`config.mk`:
```
export PLATFORM = sky130hd
export DESIGN_NAME = int_ctrl
export DESIGN_NICKNAME = d
export VERILOG_FILES = /design/src/rtl/int_ctrl.sv
export SDC_FILE = /design/constraint.sdc
export NUM_CORES = 1
export LEC_CHECK = 0
export CORE_UTILIZATION = 45
export DETAILED_ROUTE_END_ITERATION = 8
export PLACE_DENSITY = 0.86
export SYNTH_ARGS = -nofsm -noshare
export SYNTH_HDL_FRONTEND = slang
export SYNTH_SLANG_ARGS = --single-unit
```
`constraint.sdc`:
```
create_clock -name clk -period 4.21 [get_ports clk]
set_input_delay 0.842 -clock clk [delete_from_list [all_inputs] [get_ports clk]]
set_output_delay 0.842 -clock clk [all_outputs]
set_load 0.01 [all_outputs]
```
`src/rtl/int_ctrl.sv`:
```
// int_ctrl: prioritized interrupt controller with memory-mapped enable/pending
// registers, a vectored request/acknowledge handshake and an in-service mask.
// Channel 0 has the highest priority.
// Optional feature: define INT_NESTING_EN to let a higher-priority channel
// preempt the channel currently in service.
module int_ctrl #(
  parameter int unsigned NUM_IRQ    = 4,
  parameter logic [15:0] VEC_BASE   = 16'h0010,
  parameter logic [15:0] VEC_STRIDE = 16'h0010,
  parameter logic [15:0] EN_ADDR    = 16'hC002,
  parameter logic [15:0] PEND_ADDR  = 16'hC003
) (
  input  logic               clk,
  input  logic               rst_n,
  input  logic [NUM_IRQ-1:0] irq_in,
  input  logic [15:0]        addr,
  input  logic [15:0]        wdata,
  input  logic               we,
  input  logic               re,
  output logic [15:0]        rdata,
  output logic               int_req,
  output logic [15:0]        int_vec,
  input  logic               int_ack,
  input  logic               rti,
  output logic [NUM_IRQ-1:0] int_active
);

`ifdef INT_NESTING_EN
  localparam logic NESTING = 1'b1;
`else
  localparam logic NESTING = 1'b0;
`endif

  typedef enum logic [1:0] {
    IDLE    = 2'd0,
    REQ     = 2'd1,
    SERVICE = 2'd2
  } state_t;

  state_t state_q, state_d;

  logic [NUM_IRQ-1:0] sync1_q, sync2_q, hist_q;
  logic [NUM_IRQ-1:0] pending_q, pending_d;
  logic [NUM_IRQ-1:0] enable_q, enable_d;
  logic [NUM_IRQ-1:0] active_q, active_d;
  logic [NUM_IRQ-1:0] sel_oh_q, sel_oh_d;
  logic               int_req_q, int_req_d;
  logic [15:0]        vec_q, vec_d;
  logic [15:0]        rdata_q, rdata_d;

  logic [NUM_IRQ-1:0] rise;
  logic [NUM_IRQ-1:0] cand;
  logic [NUM_IRQ-1:0] ack_oh;
  logic [NUM_IRQ-1:0] w1c;
  logic [NUM_IRQ-1:0] active_after_rti;
  logic               raise;
  logic               unused_wdata;

  // Only the low NUM_IRQ bits of wdata carry register content.
  assign unused_wdata = ^wdata;

  // Isolate the lowest set bit as a one-hot mask.
  function automatic logic [NUM_IRQ-1:0] low_oh(input logic [NUM_IRQ-1:0] v);
    return v & ((~v) + NUM_IRQ'(1));
  endfunction

  // Index of the lowest set bit (0 when v is zero).
  function automatic logic [2:0] low_idx(input logic [NUM_IRQ-1:0] v);
    logic [2:0] idx;
    idx = '0;
    for (int unsigned i = 0; i < NUM_IRQ; i++) begin
      if (v[NUM_IRQ-1-i]) idx = 3'(NUM_IRQ-1-i);
    end
    return idx;
  endfunction

  // Synchronizers, edge history and all architectural registers.
  always_ff @(posedge clk or negedge rst_n) begin
    if (!rst_n) begin
      sync1_q   <= '0;
      sync2_q   <= '0;
      hist_q    <= '0;
      pending_q <= '0;
      enable_q  <= '0;
      active_q  <= '0;
      sel_oh_q  <= '0;
      int_req_q <= 1'b0;
      vec_q     <= '0;
      rdata_q   <= '0;
      state_q   <= IDLE;
    end else begin
      sync1_q   <= irq_in;
      sync2_q   <= sync1_q;
      hist_q    <= sync2_q;
      pending_q <= pending_d;
      enable_q  <= enable_d;
      active_q  <= active_d;
      sel_oh_q  <= sel_oh_d;
      int_req_q <= int_req_d;
      vec_q     <= vec_d;
      rdata_q   <= rdata_d;
      state_q   <= state_d;
    end
  end

  // Register file: pending set/clear, enable load, read data capture, in-service mask.
  always_comb begin
    rise    = sync2_q & ~hist_q;
    cand    = pending_q & enable_q;
    ack_oh  = (state_q == REQ && int_ack) ? sel_oh_q : '0;
    w1c     = (we && addr == PEND_ADDR) ? wdata[NUM_IRQ-1:0] : '0;
    // A rising edge wins over both software clear and acknowledge clear.
    pending_d = (pending_q & ~w1c & ~ack_oh) | rise;
    enable_d  = (we && addr == EN_ADDR) ? wdata[NUM_IRQ-1:0] : enable_q;
    // rti with nothing in service leaves the mask at zero.
    active_after_rti = rti ? (active_q & (active_q - NUM_IRQ'(1))) : active_q;
    active_d         = active_after_rti | ack_oh;
    rdata_d = rdata_q;
    if (re) begin
      if (addr == EN_ADDR)        rdata_d = 16'(enable_q);
      else if (addr == PEND_ADDR) rdata_d = 16'(pending_q);
      else                        rdata_d = '0;
    end
  end

  // Request FSM: next state, latched selection and vector.
  always_comb begin
    state_d   = state_q;
    int_req_d = int_req_q;
    sel_oh_d  = sel_oh_q;
    vec_d     = vec_q;
    raise     = 1'b0;
    case (state_q)
      IDLE: begin
        if (cand != '0) raise = 1'b1;
      end
      REQ: begin
        if (int_ack) begin
          state_d   = SERVICE;
          int_req_d = 1'b0;
        end
      end
      SERVICE: begin
        // Preemption compares against the mask as it stood before this cycle's rti.
        if (NESTING && ((cand & (low_oh(active_q) - NUM_IRQ'(1))) != '0)) raise = 1'b1;
        else if (active_d == '0) state_d = IDLE;
      end
      default: state_d = IDLE;
    endcase
    if (raise) begin
      state_d   = REQ;
      int_req_d = 1'b1;
      sel_oh_d  = low_oh(cand);
      vec_d     = VEC_BASE + 16'(low_idx(cand)) * VEC_STRIDE;
    end
  end

  assign rdata      = rdata_q;
  assign int_req    = int_req_q;
  assign int_vec    = vec_q;
  assign int_active = active_q;

endmodule

```
# Yosys cells after proc, flatten, opt, wreduce, memory -nomap -nowiden
# Index checks and enable logic that the tools add are counted.
[classes]
muxes = 19
addsub = 3
bitwise = 12
n_eq_ne = 7
reduce_logical = 10
[ops]
columns = ["cell", "n"]
rows = [
  ["$eq A16 B16 Y1 const B", 2],
  ["$and A4 B4 Y4", 6],
  ["$mux W4", 5],
  ["$not A4 Y4", 4],
  ["$mux W3", 4],
  ["$add A5 B7 Y8 const A", 1],
  ["$mux W2", 4],
  ["$or A4 B4 Y4", 2],
  ["$ne A3 B3 Y1 const B", 2],
  ["$pmux W2 S3", 1],
  ["$mux W1", 5],
  ["$add A4 B1 Y4 const B", 1],
  ["$logic_not A4 Y1", 1],
  ["$reduce_bool A2 Y1", 2],
  ["$reduce_bool A4 Y1", 1],
  ["$sub A4 B1 Y4 const B", 1],
  ["$logic_and A1 B1 Y1", 3],
  ["$reduce_and A3 Y1", 1],
  ["$eq A2 B1 Y1 const B", 1],
  ["$eq A2 B2 Y1 const B", 1],
  ["$logic_not A2 Y1", 1],
  ["$ne A2 B2 Y1 const B", 1],
  ["$reduce_and A2 Y1", 1],
]
[totals]
elab_cells = 62
output_inout_bits = 37
register_bits = 63

# Longest topological paths before layout
# Gate-level depths: netlist of the first run.
[depth]
depth_word = 8
depth_mapped = 5
depth_no_buf = 5

# Least setup slack after synthesis of the first run
# OpenSTA, ideal clock, no wires.
[synth_path]
kind = "input to register"
startpoint = "in addr[9]"
endpoint = "reg enable_q[0]"
setup_time_ps = 125
setup_slack_ps = 2209
n_path_buf = 0
path_stages = 4
arrival_ps = 1876
path_cell_list = "nor4_1 nand4_1 nor3b_2 mux2_2"
[synth_between]
elab_chain_cells = 2
[synth_lines]
columns = ["element", "line", "text"]
rows = [
  ["start: declaration", "16", "input logic [15:0] addr,"],
  ["$eq A16 B16 Y1", "114", "enable_d = (we && addr == EN_ADDR) ? wdata[NUM_IRQ-1:0] : enable_q;"],
  ["$logic_and A1 B1 Y1", "114", ""],
  ["end signal: assignment", "96", "enable_q <= enable_d;"],
  ["end: declaration", "44", "logic [NUM_IRQ-1:0] enable_q, enable_d;"],
]
# Every way passes these cells.
# A chain may end at the register's enable or synchronous reset.

# Worst setup path after layout of the first run
[layout_path]
startpoint = "in addr[1]"
endpoint = "reg enable_q[3]"
# Same word-level chain as after synthesis.

==> results_dict.tcl, run 1 <==
set metrics [dict create \
    outcome "completed" \
    grt_max_degree 39 \
    power.total_mw 0.8120 \
    grt_pass1_wl_um 5395 \
    swShare_pct 19.36 \
    synth_top_area_share_pct 53.86 \
    layout_min_cycle_time_ns 2.355 \
    die_area_um2 4178 \
    slew_violations 0 \
    holdBufCountCts 0 \
    synth_top_area_cell "dfrtp_1" \
    crit_path_end_kind "flop" \
    peakVddDrop_v 0.0002321 \
    grt_pass1_vias 1136 \
    seqCellArea_um2 950.9 \
    period_share_pct 55.94 \
    wire_per_inst_um 12.81 \
    clockRootBuffer "clkbuf_8" \
    crit_path_start_kind "input port" \
    arrival_ns 2.54 \
    ys_seq_area_share_pct 53.86 \
    ant_nets 0 \
    drive_above_1_share_pct 9.756 \
    overflow 0 \
    fill_cells 319 \
    cts_max_level 2 \
    wl_met2_um 1647 \
    vias 1237 \
    crit_required_ns 4.39 \
    post-cts-setup-buffers 0 \
    worst-path-max-fanout 4 \
    yosys-top-cells-area "dfrtp_1, buf_4, mux2_2" \
    switchingPower_mw 0.1572 \
    die_w_um 64.64 \
    rsz0062_at_grt "false" \
    hold_viol 0 \
    multi_input_area_um2 666.9 \
    via_per_inst 4.889 \
    synthCells 158 \
    p_per_area_nw_per_um2 356.2 \
    die_y_um 64.64 \
    row_count 22 \
    tns_ns 0 \
    setup_viol 0 \
    place_hpwl_um 2446 \
    syn_avg_cell_area_um2 11.17 \
    synth-seq-cells 38 \
    drt_first_pass_iters 4 \
    placed_area_um2 2137 \
    clk_pin_slew_ns 0.07 \
    intPower_mw 0.6548 \
    highest_layer "met4" \
    fin_util_pct 61.35 \
    m1WireLength_um 1387 \
    maxCapViolCount 0 \
    critPathKind "in2reg" \
    drt_wl_total_um 3241 \
    met3_length_um 156 \
    antenna_found_initial 0 \
    cts_max_path_buffers 2 \
    p_clk_share_pct 46.5 \
    sequentialPowerShare_pct 46.1 \
    finalClockSkew_ns 0.006888 \
    clock_latency_ns 0.29 \
    antennaDiodeCount 0 \
    cts.sink_count 38 \
    fin_area_um2 2280 \
    timing.fmax_mhz 424.6 \
    core_area_um2 3716 \
    ys_types 36 \
    area_growth_pct 29.13 \
    cts_resized 0 \
    drt_iter0_drc 42 \
    p_leak_nw 1.046 \
    yosysWarningCount 0 \
    synth_area_um2 1765 \
    hp-class "reg2reg" \
    globalplace.congestion 0.8148 \
    start_util_pct 47.51 \
    grtUsageTotal_pct 17.51 \
    ios 79 \
    cts_made_buffers 5 \
    drc 0 \
    num-nets-final 247 \
    cts_tree "yes" \
    io_buffers 41 \
    pwr-share-comb_pct 7.5 \
]
power by group through the flow:
stage	registers (mW)	clock network, mW	logic (mW)
3_5_place_dp	0.381	0	0.0609
4_1_cts	0.374	0.385	0.0611
2_1_floorplan	0.381	0	0.0370
3_3_place_gp	0.381	0	0.0593
5_1_grt	0.374	0.397	0.0671
6_report	0.374	0.377	0.0607
placed cells by master, fill, tap and decap left out, types with 3 or more instances in the layout:
master	netlist	routed
nand4_1	3	3
nand2_1	14	14
mux2i_1	4	4
o2bb2ai_1	4	4
inv_1	11	11
o211ai_1	4	4
a21oi_1	5	5
nand3_1	6	6
clkdlybuf4s50_1	0	41
clkbuf_8	0	6
mux2_2	6	6
conb_1	1	25
o21ai_0	9	9
dfrtp_1	38	38
through the flow:
stage	std cells	hold WS (ns)	setup WS, ns
2_1_floorplan	182	0.3312	2.209
6_report	253	0.3514	1.855
3_5_place_dp	245	0.3355	1.559
5_1_grt	253	0.3565	1.762
3_3_place_gp	245	0.3312	1.609
4_1_cts	253	0.3531	1.869
logic make-up after synthesis:
group | synth area share (%)
buffers and inverters | 13.47
flip-flops | 53.86
AND/OR/NAND/NOR | 11.84
AO/OA/AOI/OAI | 13.25
multiplexers | 6.095
adder cells (fa/ha/maj) | 1.276
other | 0.2124
cells in the mapped netlist:
| library cell | count |
|---|---|
| a211o_1 | 1 |
| o211ai_1 | 4 |
| or2_2 | 1 |
| inv_1 | 11 |
| or3_1 | 1 |
| nand4_1 | 3 |
| buf_4 | 25 |
| dfrtp_1 | 38 |
| a311oi_4 | 1 |
| mux2_2 | 6 |
| nor3_1 | 2 |
| and3b_1 | 1 |
| a21oi_1 | 5 |
| clkbuf_1 | 1 |
| nor4b_2 | 1 |
| conb_1 | 1 |
| nor4_1 | 2 |
| nor2_1 | 2 |
| nor4b_1 | 1 |
| buf_2 | 1 |
| o31ai_1 | 1 |
| nor4bb_1 | 2 |
| nor3b_2 | 1 |
| a32oi_1 | 1 |
| nand3_1 | 6 |
| nand2_1 | 14 |
| o41ai_1 | 2 |
| o21ai_0 | 9 |
| a31o_2 | 1 |
| a21o_1 | 1 |
| ha_1 | 1 |
| maj3_1 | 1 |
| a31oi_1 | 1 |
| mux2i_1 | 4 |
| a22oi_1 | 1 |
| o2bb2ai_1 | 4 |
sequential cells by signal (all words and copies together), names as in the netlist, 3 cells and up:
| signal | flops |
|---|---|
| enable_q | 4 |
| sel_oh_q | 4 |
| sync1_q | 4 |
| pending_q | 4 |
| sync2_q | 4 |
| hist_q | 4 |
| rdata | 4 |
| int_active | 4 |
| int_vec | 3 |
cell type report:
class | count | area share (%)
timing repair buffer | 42 | 18.33
multi-input combinational | 106 | 29.25
tap | 48 | 2.634
inverter | 11 | 1.811
sequential | 38 | 41.71
clock inverter | 2 | 2.634
clock buffer | 6 | 3.622
final timing paths:
kind | from | endpoint | slack, ns | depth (start not counted)
min reg2reg | sync1_q[0] | sync2_q[0] | 0.35 | 0
max | addr[1] | enable_q[3] | 1.85 | 5
min | sync1_q[0] | sync2_q[0] | 0.35 | 0
min in group asynchronous | rst_n | rdata[1] | 0.98 | 2
max in group asynchronous | rst_n | sync1_q[2] | 2.91 | 2
max reg2reg | pending_q[1] | int_vec[6] | 2.65 | 3
per-layer routing:
metal,vias to the layer above,global-route usage (%)
met1,588,22.11
met5,-,0
met3,8,5.634
met4,0,6.944
li1,606,-
met2,35,27.76
critical path, stage by stage:
cell and delay (ns):
clkdlybuf4s50_1 0.48, nor4bb_1 0.31, nand4_1 0.14, nor3b_2 0.38, mux2_2 0.38
No activity file was read; power rests on OpenSTA's default activity.
==> inputs of run 2 (changes only) <==
Settings changed: CORE_UTILIZATION 45 to 37, PLACE_DENSITY 0.86 to 0.75.
Clock period 4.21 ns to 1.9 ns, I/O delays scaled along.
==> results_dict.tcl, run 2 (synthesis gave the netlist of run 1 again) <==
set metrics [dict create \
    outcome "finished, violations left" \
    violations "design-rule violations" \
    p_per_area_nw_per_um2 710.3 \
    post-cts-setup-buffers 0 \
    drive_above_1_share_pct 11.43 \
    place_hpwl_um 2532 \
    clockRootBuffer "clkbuf_8" \
    cts_max_level 2 \
    grtUsageTotal_pct 14.36 \
    layout_commonest_cell "clkdlybuf4s50_1" \
    critPathKind "in2reg" \
    fin_util_pct 51.43 \
    grt_pass1_wl_um 5520 \
    grt_pass1_vias 1251 \
    crit_path_start_kind "input port" \
    die_area_um2 5052 \
    drc 3 \
    via_per_inst 4.775 \
    p_leak_nw 1.060 \
    dp_cells 254 \
    hp-class "reg2reg" \
    cp-startpoint "addr[1]" \
    crit_path_end_kind "flop" \
    die_y_um 71.08 \
    worst-path-max-fanout 4 \
    clock_latency_ns 0.29 \
    ios 79 \
    layout_min_cycle_time_ns 1.796 \
    start_util_pct 39.46 \
    antenna_found_initial 0 \
    final_cell_mix "clkdlybuf4s50_1, dfrtp_1, conb_1, nand2_1, inv_1" \
    area_growth_pct 30.33 \
    cts.sink_count 38 \
    setup_viol 0 \
    maxCapViolCount 0 \
    antennaDiodeCount 0 \
    cts_max_path_buffers 2 \
    vias 1251 \
    grt_max_degree 39 \
    row_count 24 \
    hold_ws_ns 0.3500 \
    drt_first_pass_iters 7 \
    cts_tree "yes" \
    globalplace.congestion 0.7742 \
    timing.fmax_mhz 556.9 \
    cpMaxStageDelayCell "clkdlybuf4s50_1" \
    tns_ns 0 \
    clk_pin_slew_ns 0.07 \
    crit_required_ns 2.08 \
    cts_made_buffers 5 \
    peakVddDrop_v 0.0004617 \
    num-nets-final 252 \
    ant_nets 0 \
    drt_iter0_drc 59 \
    fin_cells 262 \
    die_w_um 71.08 \
    max_stage_delay_ns 0.49 \
    io_buffers 41 \
    arrival_ns 1.97 \
    wire_per_inst_um 12.59 \
    overflow 0 \
    hold_start "sync1_q[1]" \
    drt_wl_total_um 3298 \
    finalClockSkew_ns 0.004161 \
    hold_viol 0 \
    slew_violations 0 \
    core_area_um2 4474 \
    period_share_pct 94.50 \
    rr_startpoint "enable_q[2]" \
    critical_path.cell_chain "clkdlybuf4s50_1 > nor4bb_4 > nand4_1 > nor3b_2 > buf_4 > mux2_2" \
]
run 2: worst paths after layout:
path | endpoint | depth (start not counted) | slack, ns
setup / recovery | enable_q[3] | 6 | 0.10
hold / removal | sync2_q[1] | 0 | 0.35
setup reg to reg | int_vec[5] | 5 | 0.32
hold reg to reg | sync2_q[1] | 0 | 0.35
max in group asynchronous | int_vec[5] | 2 | 1.06
min in group asynchronous | sync1_q[0] | 2 | 0.50
run 2: per-layer routing:
| metal | GRT usage (%) | up-vias | wire (um) |
|---|---|---|---|
| met2 | 24.25 | 40 | 1586 |
| met3 | 5.271 | 6 | 174 |
| met1 | 16.96 | 594 | 1476 |
| met4 | 4.889 | 0 | 61 |
| li1 | - | 611 | - |
| met5 | 0 | - | 0 |
run 2: final cells by class:
class	instances	area [um^2]
repair buffers	47	455.4
inverters	11	41.29
clock inverters	1	30.03
clock buffers	7	76.32
flip-flops and latches	38	950.9
multi-input cells	106	681.9
well taps	52	65.06
fillers	401	2173
run 2: critical path, delay by kind of cell:
kind,cells,cell delay (ns)
multiplexers,1,0.32
AND/OR/NAND/NOR,3,0.62
buffers and inverters,2,0.64
run 2: timing repair:
action,CTS,global route
hold buffers,0,0
endpoints found under the hold margin,0,0
setup endpoints to repair,0,2
gates resized for setup,0,2
run 2: through the flow:
step           power [mW]  worst slack, ns  area, um^2
5_1_grt             1.700        -0.009933        2301
3_3_place_gp       0.9806          -0.1825        2180
4_1_cts             1.650          0.08892        2286
6_report            1.634           0.1045        2301
3_5_place_dp       0.9833          -0.2218        2180
2_1_floorplan      0.9259           0.3611        1856
run 2: where the power goes:
| group | switching [mW] | leakage (nW) | internal (mW) |
|---|---|---|---|
| Combinational | 0.0685 | 0.525 | 0.0734 |
| Sequential | 0.00518 | 0.482 | 0.824 |
| Clock | 0.271 | 0.0524 | 0.393 |
| Total | 0.345 | 1.06 | 1.29 |
